<file path="src/rtl/pixel_median_sched.sv">
// rtl/pixel_median_sched.sv - per-channel N-pixel window median via one time-multiplexed compare-exchange unit
// Optional out_min/out_max ports: define PIXEL_MEDIAN_MINMAX_EN.
package pixel_pkg;
    typedef struct packed {
        logic [7:0] red;
        logic [7:0] grn;
        logic [7:0] blu;
    } pixel_t;
endpackage

module pixel_sort
    import pixel_pkg::*;
(
    input  pixel_t pix_a,
    input  pixel_t pix_b,
    output pixel_t pix_l,
    output pixel_t pix_h
);
    // Each channel is exchanged on its own, so a sorted buffer holds ascending columns.
    always_comb begin
        pix_l.red = (pix_a.red <= pix_b.red) ? pix_a.red : pix_b.red;
        pix_h.red = (pix_a.red <= pix_b.red) ? pix_b.red : pix_a.red;
        pix_l.grn = (pix_a.grn <= pix_b.grn) ? pix_a.grn : pix_b.grn;
        pix_h.grn = (pix_a.grn <= pix_b.grn) ? pix_b.grn : pix_a.grn;
        pix_l.blu = (pix_a.blu <= pix_b.blu) ? pix_a.blu : pix_b.blu;
        pix_h.blu = (pix_a.blu <= pix_b.blu) ? pix_b.blu : pix_a.blu;
    end
endmodule

module pixel_median_sched
    import pixel_pkg::*;
#(
    parameter int N = 9
) (
    input  logic   clk,
    input  logic   rst,
    input  logic   in_valid,
    output logic   in_ready,
    input  pixel_t in_pix,
    output logic   out_valid,
    input  logic   out_ready,
    output pixel_t out_pix,
`ifdef PIXEL_MEDIAN_MINMAX_EN
    output pixel_t out_min,
    output pixel_t out_max,
`endif
    output logic   busy
);
    localparam int CW      = $clog2(N);
    localparam int MID     = (N - 1) / 2;
    localparam int PR_LAST = (N - 3) / 2;

    typedef enum logic [1:0] {LOAD, SORT, DONE} state_t;

    state_t          state_q, state_d;
    logic [CW-1:0]   ld_cnt_q, ld_cnt_d;
    logic [CW-1:0]   ph_q, ph_d;
    logic [CW-1:0]   pr_q, pr_d;
    pixel_t          buf_q [N];
    pixel_t          buf_d [N];

    logic [CW-1:0]   sidx;
    logic [CW-1:0]   sidx_p1;
    pixel_t          s_l, s_h;

    // Even phases start at pair (0,1), odd phases at (1,2).
    assign sidx    = CW'(2 * pr_q) + CW'(ph_q[0]);
    assign sidx_p1 = sidx + CW'(1);

    pixel_sort u_sort (
        .pix_a (buf_q[sidx]),
        .pix_b (buf_q[sidx_p1]),
        .pix_l (s_l),
        .pix_h (s_h)
    );

    assign in_ready  = (state_q == LOAD) && !rst;
    assign out_valid = (state_q == DONE);
    assign busy      = (state_q != LOAD);
    assign out_pix   = buf_q[MID];
`ifdef PIXEL_MEDIAN_MINMAX_EN
    assign out_min   = buf_q[0];
    assign out_max   = buf_q[N-1];
`endif

    always_comb begin
        state_d  = state_q;
        ld_cnt_d = ld_cnt_q;
        ph_d     = ph_q;
        pr_d     = pr_q;
        buf_d    = buf_q;
        case (state_q)
            LOAD: begin
                if (in_valid && in_ready) begin
                    buf_d[ld_cnt_q] = in_pix;
                    if (ld_cnt_q == CW'(N - 1)) begin
                        ld_cnt_d = '0;
                        ph_d     = '0;
                        pr_d     = '0;
                        state_d  = SORT;
                    end else begin
                        ld_cnt_d = ld_cnt_q + CW'(1);
                    end
                end
            end
            SORT: begin
                buf_d[sidx]    = s_l;
                buf_d[sidx_p1] = s_h;
                if (pr_q == CW'(PR_LAST)) begin
                    pr_d = '0;
                    if (ph_q == CW'(N - 1)) begin
                        state_d = DONE;
                    end else begin
                        ph_d = ph_q + CW'(1);
                    end
                end else begin
                    pr_d = pr_q + CW'(1);
                end
            end
            DONE: begin
                if (out_ready) begin
                    state_d = LOAD;
                end
            end
            default: state_d = LOAD;
        endcase
    end

    always_ff @(posedge clk or posedge rst) begin
        if (rst) begin
            state_q  <= LOAD;
            ld_cnt_q <= '0;
            ph_q     <= '0;
            pr_q     <= '0;
            for (int k = 0; k < N; k++) begin
                buf_q[k] <= '0;
            end
        end else begin
            state_q  <= state_d;
            ld_cnt_q <= ld_cnt_d;
            ph_q     <= ph_d;
            pr_q     <= pr_d;
            buf_q    <= buf_d;
        end
    end
endmodule

</file>
<file path="config.mk">
export PLATFORM = sky130hd
export DESIGN_NAME = pixel_median_sched
export DESIGN_NICKNAME = d
export VERILOG_FILES = /design/src/rtl/pixel_median_sched.sv
export SDC_FILE = /design/constraint.sdc
export NUM_CORES = 1
export LEC_CHECK = 0
export BUFFER_PORTS_ARGS = -buffer_cell sky130_fd_sc_hd__buf_4
export CAP_MARGIN = 20
export CELL_PAD_IN_SITES_DETAIL_PLACEMENT = 2
export CELL_PAD_IN_SITES_GLOBAL_PLACEMENT = 2
export CORE_ASPECT_RATIO = 1.5
export CORE_MARGIN = 1
export CORE_UTILIZATION = 38
export DETAILED_ROUTE_END_ITERATION = 6
export GPL_ROUTABILITY_DRIVEN = 0
export PLACE_DENSITY_LB_ADDON = 0.1
export SYNTH_ARGS = -nofsm -noshare
export SYNTH_HDL_FRONTEND = slang
export SYNTH_HIERARCHICAL = 1
export SYNTH_SLANG_ARGS = --single-unit
</file>
<file path="constraint.sdc">
create_clock -name clk -period 6.72 [get_ports clk]
set_clock_uncertainty 0.1 [all_clocks]
set_input_delay 0.336 -clock clk [delete_from_list [all_inputs] [get_ports clk]]
set_output_delay 0.336 -clock clk [all_outputs]
set_load 0.01 [all_outputs]
</file>
==> results.md, run 1 <==
- At the later pin of the worst-skew pair, clock insertion delay measures 610 ps.
- The pre-antenna-repair detailed-routing pass consisted of 5 iterations.
- The predominant post-synthesis flop cell is sky130_fd_sc_hd__dfrtp_1.
- The maximum fanout along the worst path is 48.
- At the pin with the least slew margin, the transition time is 1180 ps.
- The worst hold slack is 140 ps.
- In the synthesized netlist, the cells that appear most often are sky130_fd_sc_hd__dfrtp_1, sky130_fd_sc_hd__nor2_1, sky130_fd_sc_hd__nand2_1.
- The area enclosed by the die boundary is 52100 um^2.
- Summed over all layers, the global routing overflow is 0.
- The run finished with clean final reports.
- The site row count is 101.
- Data on the critical path arrives at its endpoint at 6360 ps.
- The placeable core region is 50500 um^2.
- The final clock period utilization by the worst path is 88.8%.
- TritonCTS built the clock tree.
- From bottom edge to top edge, the die measures 279 um.
- The fraction of post-synthesis cell area in the top cell type by area is 29.6%.
- The post-synth net total is 2091.
- The count of fill cells added during filler insertion is 5458.
- The most frequent cell after synthesis is sky130_fd_sc_hd__dfrtp_1.
- The reported max-cap violation count is 0.
- The number of buffers created by CTS is 29.
- The clock-pin transition on the worst setup and hold timing paths is 70 ps.
- The path class of the tightest hold or removal check is primary input to register.
- The routed via count divided by cell count is 7.09.
- Yosys mapped a number of flops with a built-in enable equal to 0.
- The max-slew violation total from the final report was 0.
- The most frequent cell on the critical path is sky130_fd_sc_hd__inv_1.
- The post-CTS repair timing setup buffer count is 0.
- The clock period minus final worst setup slack is 5970 ps.
- The critical path goes through inv_1, ha_2, buf_4, mux4_2, a22oi_1, nand2_1, inv_1, ha_1, a21oi_1, a21oi_2, o22ai_4, mux2_2, nand2b_1, nor2_1, a221o_1, mux2_1.
- The routed length on met1 is 38000 um.
- After the last flow step, the layout net total stands at 2035.
- The number of warnings reported in the yosys synthesis log is 6.
- The number of levels in the clock H-tree is 1.
- The critical path is of the register to register type.
- At the worst endpoint, the required time is 7110 ps.
- The total setup violations reported at the end of the flow is 0.
- In this design, the stage delay of the slowest critical-path cell is 800 ps.
- The maximum number of buffers from clock root to sink is 3.
- The final layout contains routed wiring with a total length of 101000 um.
- The upper clock frequency limit is 168 MHz.
- During I/O placement, the number of pins put on the boundary was 55.
- Global routing consumed, over all layers together, 38.5% of the routing resources.
- In this run the horizontal extent of the chip is 187 um.
- The category of the worst setup path launch point is a register.
- Averaged over all synthesized cells, the footprint is 9.59 um^2.
- The overall via count from detail_route is 18856.
- The worst setup path is captured at a register.
- The number of global-route vias before repair is 20986.
- Setup repair after global routing left no endpoint under its margin.
- The synthesized design contains 230 register bits.
- The cell accounting for the most synthesized area is sky130_fd_sc_hd__dfrtp_1.
- Summed over all nets, wire length on met3 after detailed routing comes to 6250 um.
- The clock net in this run drives a total of 230 sinks.
- The number of nets with antenna violations after detailed routing is 0.
- The tightest slew margin relative to the limit is 21.3%.
- By area the synthesized netlist is led by sky130_fd_sc_hd__dfrtp_1, sky130_fd_sc_hd__mux4_2, sky130_fd_sc_hd__o32a_1.
- The number of DRC violations after detailed routing is 0.
- The hold violation total from the final report was 0.
- Summed over all nets, wire length on met2 after detailed routing comes to 48200 um.
- The share of flip-flops with an asynchronous set or reset is 100%.
- The DRC marker count from the first detailed-route iteration is 1680.
- The detailed-placement wirelength estimate is 60100 um.
- The library cell used as clock root buffer is sky130_fd_sc_hd__clkbuf_16.
- The routed wirelength normalized by instance count is 37.8 um.
- The distinct cell type count of the synthesized netlist is 82.
- The area growth from synthesis to layout is 10.5%.
- The number of antenna violations at the first check in global routing was 1.
- The initial core utilization is 38.4%.
- The top layer reached by signal wires is met5.
- The slowest stage cell on the critical path is sky130_fd_sc_hd__dfrtp_1.
- Buffers placed on the I/O ports in this run total 54.
- The repair_antennas step left the layout with diodes totalling 0.
- The fraction of final layout cells with drive strength greater than 1 is 22.1%.
- The global-route wire length before repair is 147000 um.
- The number of instances in the synthesized netlist is 2026.
- Summed over all failing endpoints, the final setup total negative slack is 0 ps.
- Entering global routing, the biggest net connects 132 pins.
- The proportion of synthesized chip area in sequential cells is 29.6%.
- After synthesis the cells add up to 19400 um^2.
cell families after synthesis:
family	synth area share, %
buffers and inverters	8.11
flip-flops	29.6
adder cells (fa/ha/maj)	2.38
AO/OA/AOI/OAI	21.7
AND/OR/NAND/NOR	16.5
XOR/XNOR	0.406
multiplexers	21.2
stage by stage:
step	cell area, um^2	std cells	utilization [%]	setup WS [ps]
after floorplan	19400	2026	-	1260
after global placement	20200	2580	39.9	851
after detailed placement	20200	2581	39.9	896
after CTS	21500	2660	42.5	859
after global routing	21500	2661	42.5	707
final	21500	2661	42.5	753
worst max-delay path: cells and delay by family (launching register included):
family	cells	cell delay, ps
simple gates	3	380
mux	3	1160
fa+ha+maj	2	730
flops	1	800
compound gates	5	1590
buf+inv	3	1050
cell usage in the layout, fill, tap and decap left out, types with 72 or more instances in the layout:
cell and count:
sky130_fd_sc_hd__a2bb2oi_1 72, sky130_fd_sc_hd__buf_4 126, sky130_fd_sc_hd__dfrtp_1 226, sky130_fd_sc_hd__inv_1 78, sky130_fd_sc_hd__mux2i_1 94, sky130_fd_sc_hd__mux4_2 72
sky130_fd_sc_hd__nand2_1 155, sky130_fd_sc_hd__nor2_1 224, sky130_fd_sc_hd__nor3_1 94, sky130_fd_sc_hd__o32a_1 96
layer usage:
layer,vias to the layer above,track usage (%)
met5,-,0
met4,2,28.0
met3,415,4.86
met2,963,64.8
met1,9944,45.1
li1,7532,-
sequential cells by signal, summed over array words and instances (netlist names):
signal    cells
ld_cnt_q      4
buf_q       192
pr_q          4
out_pix      24
ph_q          4
state_q       2
worst paths after layout:
check / startpoint / to / slack [ps] / cells after the start
hold / removal: in_valid / ld_cnt_q[0] / 140 / 3
min in group asynchronous: rst / ld_cnt_q[2] / 390 / 3
max in group asynchronous: rst / pr_q[2] / 4550 / 4
setup / recovery: pr_q[0] / out_pix[17] / 750 / 16
setup reg to reg: pr_q[0] / out_pix[17] / 750 / 16
hold reg to reg: buf_q[56] / buf_q[56] / 430 / 1
final cells by class:
type | instances | area, um^2 | share of cell area, %
multi-input combinational | 1471 | 12200 | 56.9
sequential | 230 | 5770 | 26.9
timing repair buffer | 158 | 1320 | 6.13
tap | 669 | 837 | 3.90
clock buffer | 38 | 790 | 3.68
inverter | 80 | 304 | 1.42
clock inverter | 15 | 241 | 1.12
timing repair:
item	CTS	global route
hold endpoints to repair	54	0
hold buffers	26	0
gates resized for setup	0	0
Power of run 1 is not shown: default switching activity piles up to over one toggle a cycle in this logic, so the estimate is an artifact.
==> run 2, diff against run 1 <==
GPL_TIMING_DRIVEN = 0   (was default)
==> run 2 against run 1 <==
  * Cell count rose by 5.0%
  * Via count rose by 6.2%
  * Count of clock-buffer cells in the layout rose by 3
  * Non-clock buffer count rose by 134
  * Critical path depth rose by 4
  * Maximum frequency fell by 10%
  * Global-route usage rose by 4.2 points
  * Sequential share of layout area fell by 0.35 points
==> results.md, run 2 (synthesis gave the netlist of run 1 again) <==
- The run finished with clean final reports.
- STA puts the critical path data required time at 7110 ps.
- Across the run, the number of max-cap violations was 0.
- The endpoint type of the worst setup path is a register.
- The routed wirelength normalized by instance count is 39.8 um.
- The first global-routing pass estimated 159000 um of wire.
- The die height is 279 um.
- The register with the most flip-flops in the layout has 192 of them.
- The total overflow reported by the global router is 0.
- The final critical path takes up 99.0% of the cycle.
- The area enclosed by the die boundary is 52100 um^2.
- The overall track demand over capacity in global routing is 42.7%.
- The number of antenna violations at the first check in global routing is 2.
- The final net count is 2168.
- The later pin in the worst-skew pair is clocked with a latency of 620 ps.
- The initial core utilization is 38.4%.
- The routed via count divided by cell count is 7.17.
- The area growth from synthesis to layout is 11.7%.
- Registers take 5760 um^2.
- The worst hold slack is 125 ps.
- The number of global-route vias before repair was 21916.
- Pin placement for this block handled 55 I/O pins.
- The critical path class is register to register.
- In this run the worst path has a maximum fanout of 10.
- The post-CTS repair timing setup buffer count is 0.
- The detailed router finished its first iteration with 1843 violations.
- The worst hold path passes through 3 cells.
- The max-slew violation total from the final report is 0.
- The CTS tree is built.
- The clock period minus final worst setup slack is 6650 ps.
- The largest register by flop count is buf_q.
- The number of clock buffers added by TritonCTS is 28.
- The pin count of the biggest net entering global routing is 37.
- The clock-pin transition on the worst setup and hold timing paths is 70 ps.
- The class of the tightest hold or removal check is primary input to register.
- Fill cells in the final layout number 5526.
- Setup repair after global routing left no endpoint under its margin.
- The hold violation total from the final report is 0.
- The detailed-placement wirelength estimate is 78500 um.
- The site row count is 101.
- The cell count of the worst reg-to-reg path is 20.
- The worst setup path is launched from a register.
- The count of buffers inserted at the top-level ports is 30.
- In the routed design, unresolved DRC markers number 0.
- The library cells used most frequently in the layout, excluding fill and tap cells, are sky130_fd_sc_hd__dfrtp_1, sky130_fd_sc_hd__nor2_1, sky130_fd_sc_hd__nand2_1.
- The CTS sink count is 230.
- Data arrives at the worst endpoint at 7040 ps.
- The fraction of final layout cells with drive strength greater than 1 is 21.8%.
- After floorplanning, the core was sized to cover 50500 um^2.
- Summing all multi-input logic gate instances after layout gives 12100 um^2.
- The transition time of the tightest slew-check pin is 1300 ps.
- Clock tree synthesis selected as its root buffer the cell sky130_fd_sc_hd__clkbuf_16.
- The final layout contains routed wiring with a total length of 111000 um.
- The first detailed-routing pass ran for 5 iterations.
- Derived from the worst setup path, the maximum achievable clock frequency is 150 MHz.
- The tightest slew margin relative to the limit is 13.6%.
- The count of nets left with antenna violations once routing finished came out at 0.
- CTS built an H-tree with a depth of 1.
- The maximum number of buffers from clock root to sink is 3.
- Setup violations remaining at the end of the flow were counted as 0.
- The library cell used most frequently in the layout, excluding fill and tap cells, is sky130_fd_sc_hd__dfrtp_1.
- The overall via count from detail_route is 20027.
- The die width is 187 um.
[run 2: cell count changes in the layout (fill, tap and decap cells not counted), sizes merged]
cell         change
buf             +64
bufinv           -3
clkbuf          +97
clkinv           -1
clkinvlp         -2
diode            +2
dlygate4sd3     -24
inv              -1
[run 2: stage by stage]
step | setup TNS (ps) | util, % | instance area, um^2 | setup slack (ps) | cells
floorplan | 0 | - | 19400 | 1260 | 2026
global placement | -71960 | 40.5 | 20500 | -2140 | 2725
detailed placement | -32440 | 40.9 | 20700 | -410 | 2736
CTS | 0 | 42.8 | 21700 | 1.47 | 2787
global route | 0 | 42.9 | 21700 | 43.2 | 2791
finish | 0 | 43.0 | 21700 | 67.6 | 2793
[run 2: routing by layer]
metal,vias to the layer above,part of all wire (%),GRT usage [%]
met3,538,7.2,8.63
li1,7809,-,-
met1,10488,36,47.1
met2,1190,47,70.5
met5,-,0.0090,0
met4,2,9.5,36.3
[run 2: layout make-up]
type	instances	area share, %
well taps	669	3.86
inverters	80	1.40
multi-input cells	1471	55.7
repair buffers	47	2.19
clock inverters	8	0.582
clock buffers	41	3.82
diodes	2	0.0231
flip-flops and latches	230	26.5
plain buffers	245	5.89
[run 2: worst paths after layout]
check | slack [ps] | to | start
worst max-delay path | 70 | out_pix[12] | ph_q[0]
worst min-delay path | 130 | buf_q[209] | in_pix[17]
worst max register to register | 70 | out_pix[12] | ph_q[0]
worst min register to register | 430 | buf_q[52] | buf_q[52]
max in group asynchronous | 4890 | buf_q[134] | rst
min in group asynchronous | 270 | state_q[0] | rst
[run 2: worst max-delay path: stages (launching register included)]
cell and delay [ps]:
sky130_fd_sc_hd__dfrtp_1 500, sky130_fd_sc_hd__buf_2 320, sky130_fd_sc_hd__buf_2 380, sky130_fd_sc_hd__inv_1 290, sky130_fd_sc_hd__ha_1 510, sky130_fd_sc_hd__buf_2 560
sky130_fd_sc_hd__clkbuf_2 560, sky130_fd_sc_hd__mux4_2 380, sky130_fd_sc_hd__a22oi_1 170, sky130_fd_sc_hd__nand2_1 120, sky130_fd_sc_hd__inv_1 160, sky130_fd_sc_hd__ha_1 310
sky130_fd_sc_hd__a21oi_1 190, sky130_fd_sc_hd__o21ai_2 100, sky130_fd_sc_hd__o22ai_4 340, sky130_fd_sc_hd__buf_8 240, sky130_fd_sc_hd__mux2_4 360, sky130_fd_sc_hd__nand2b_1 220
sky130_fd_sc_hd__nor2_1 100, sky130_fd_sc_hd__a221o_1 310, sky130_fd_sc_hd__mux2_2 270
[run 2: repair_timing]
action | in CTS | in global routing
pin swaps | 0 | 0
hold buffers | 2 | 0
endpoints found under the setup margin | 201 | 1
endpoints found under the hold margin | 20 | 0
gates resized for setup | 3 | 1
Power of run 2 is left out for the same reason.
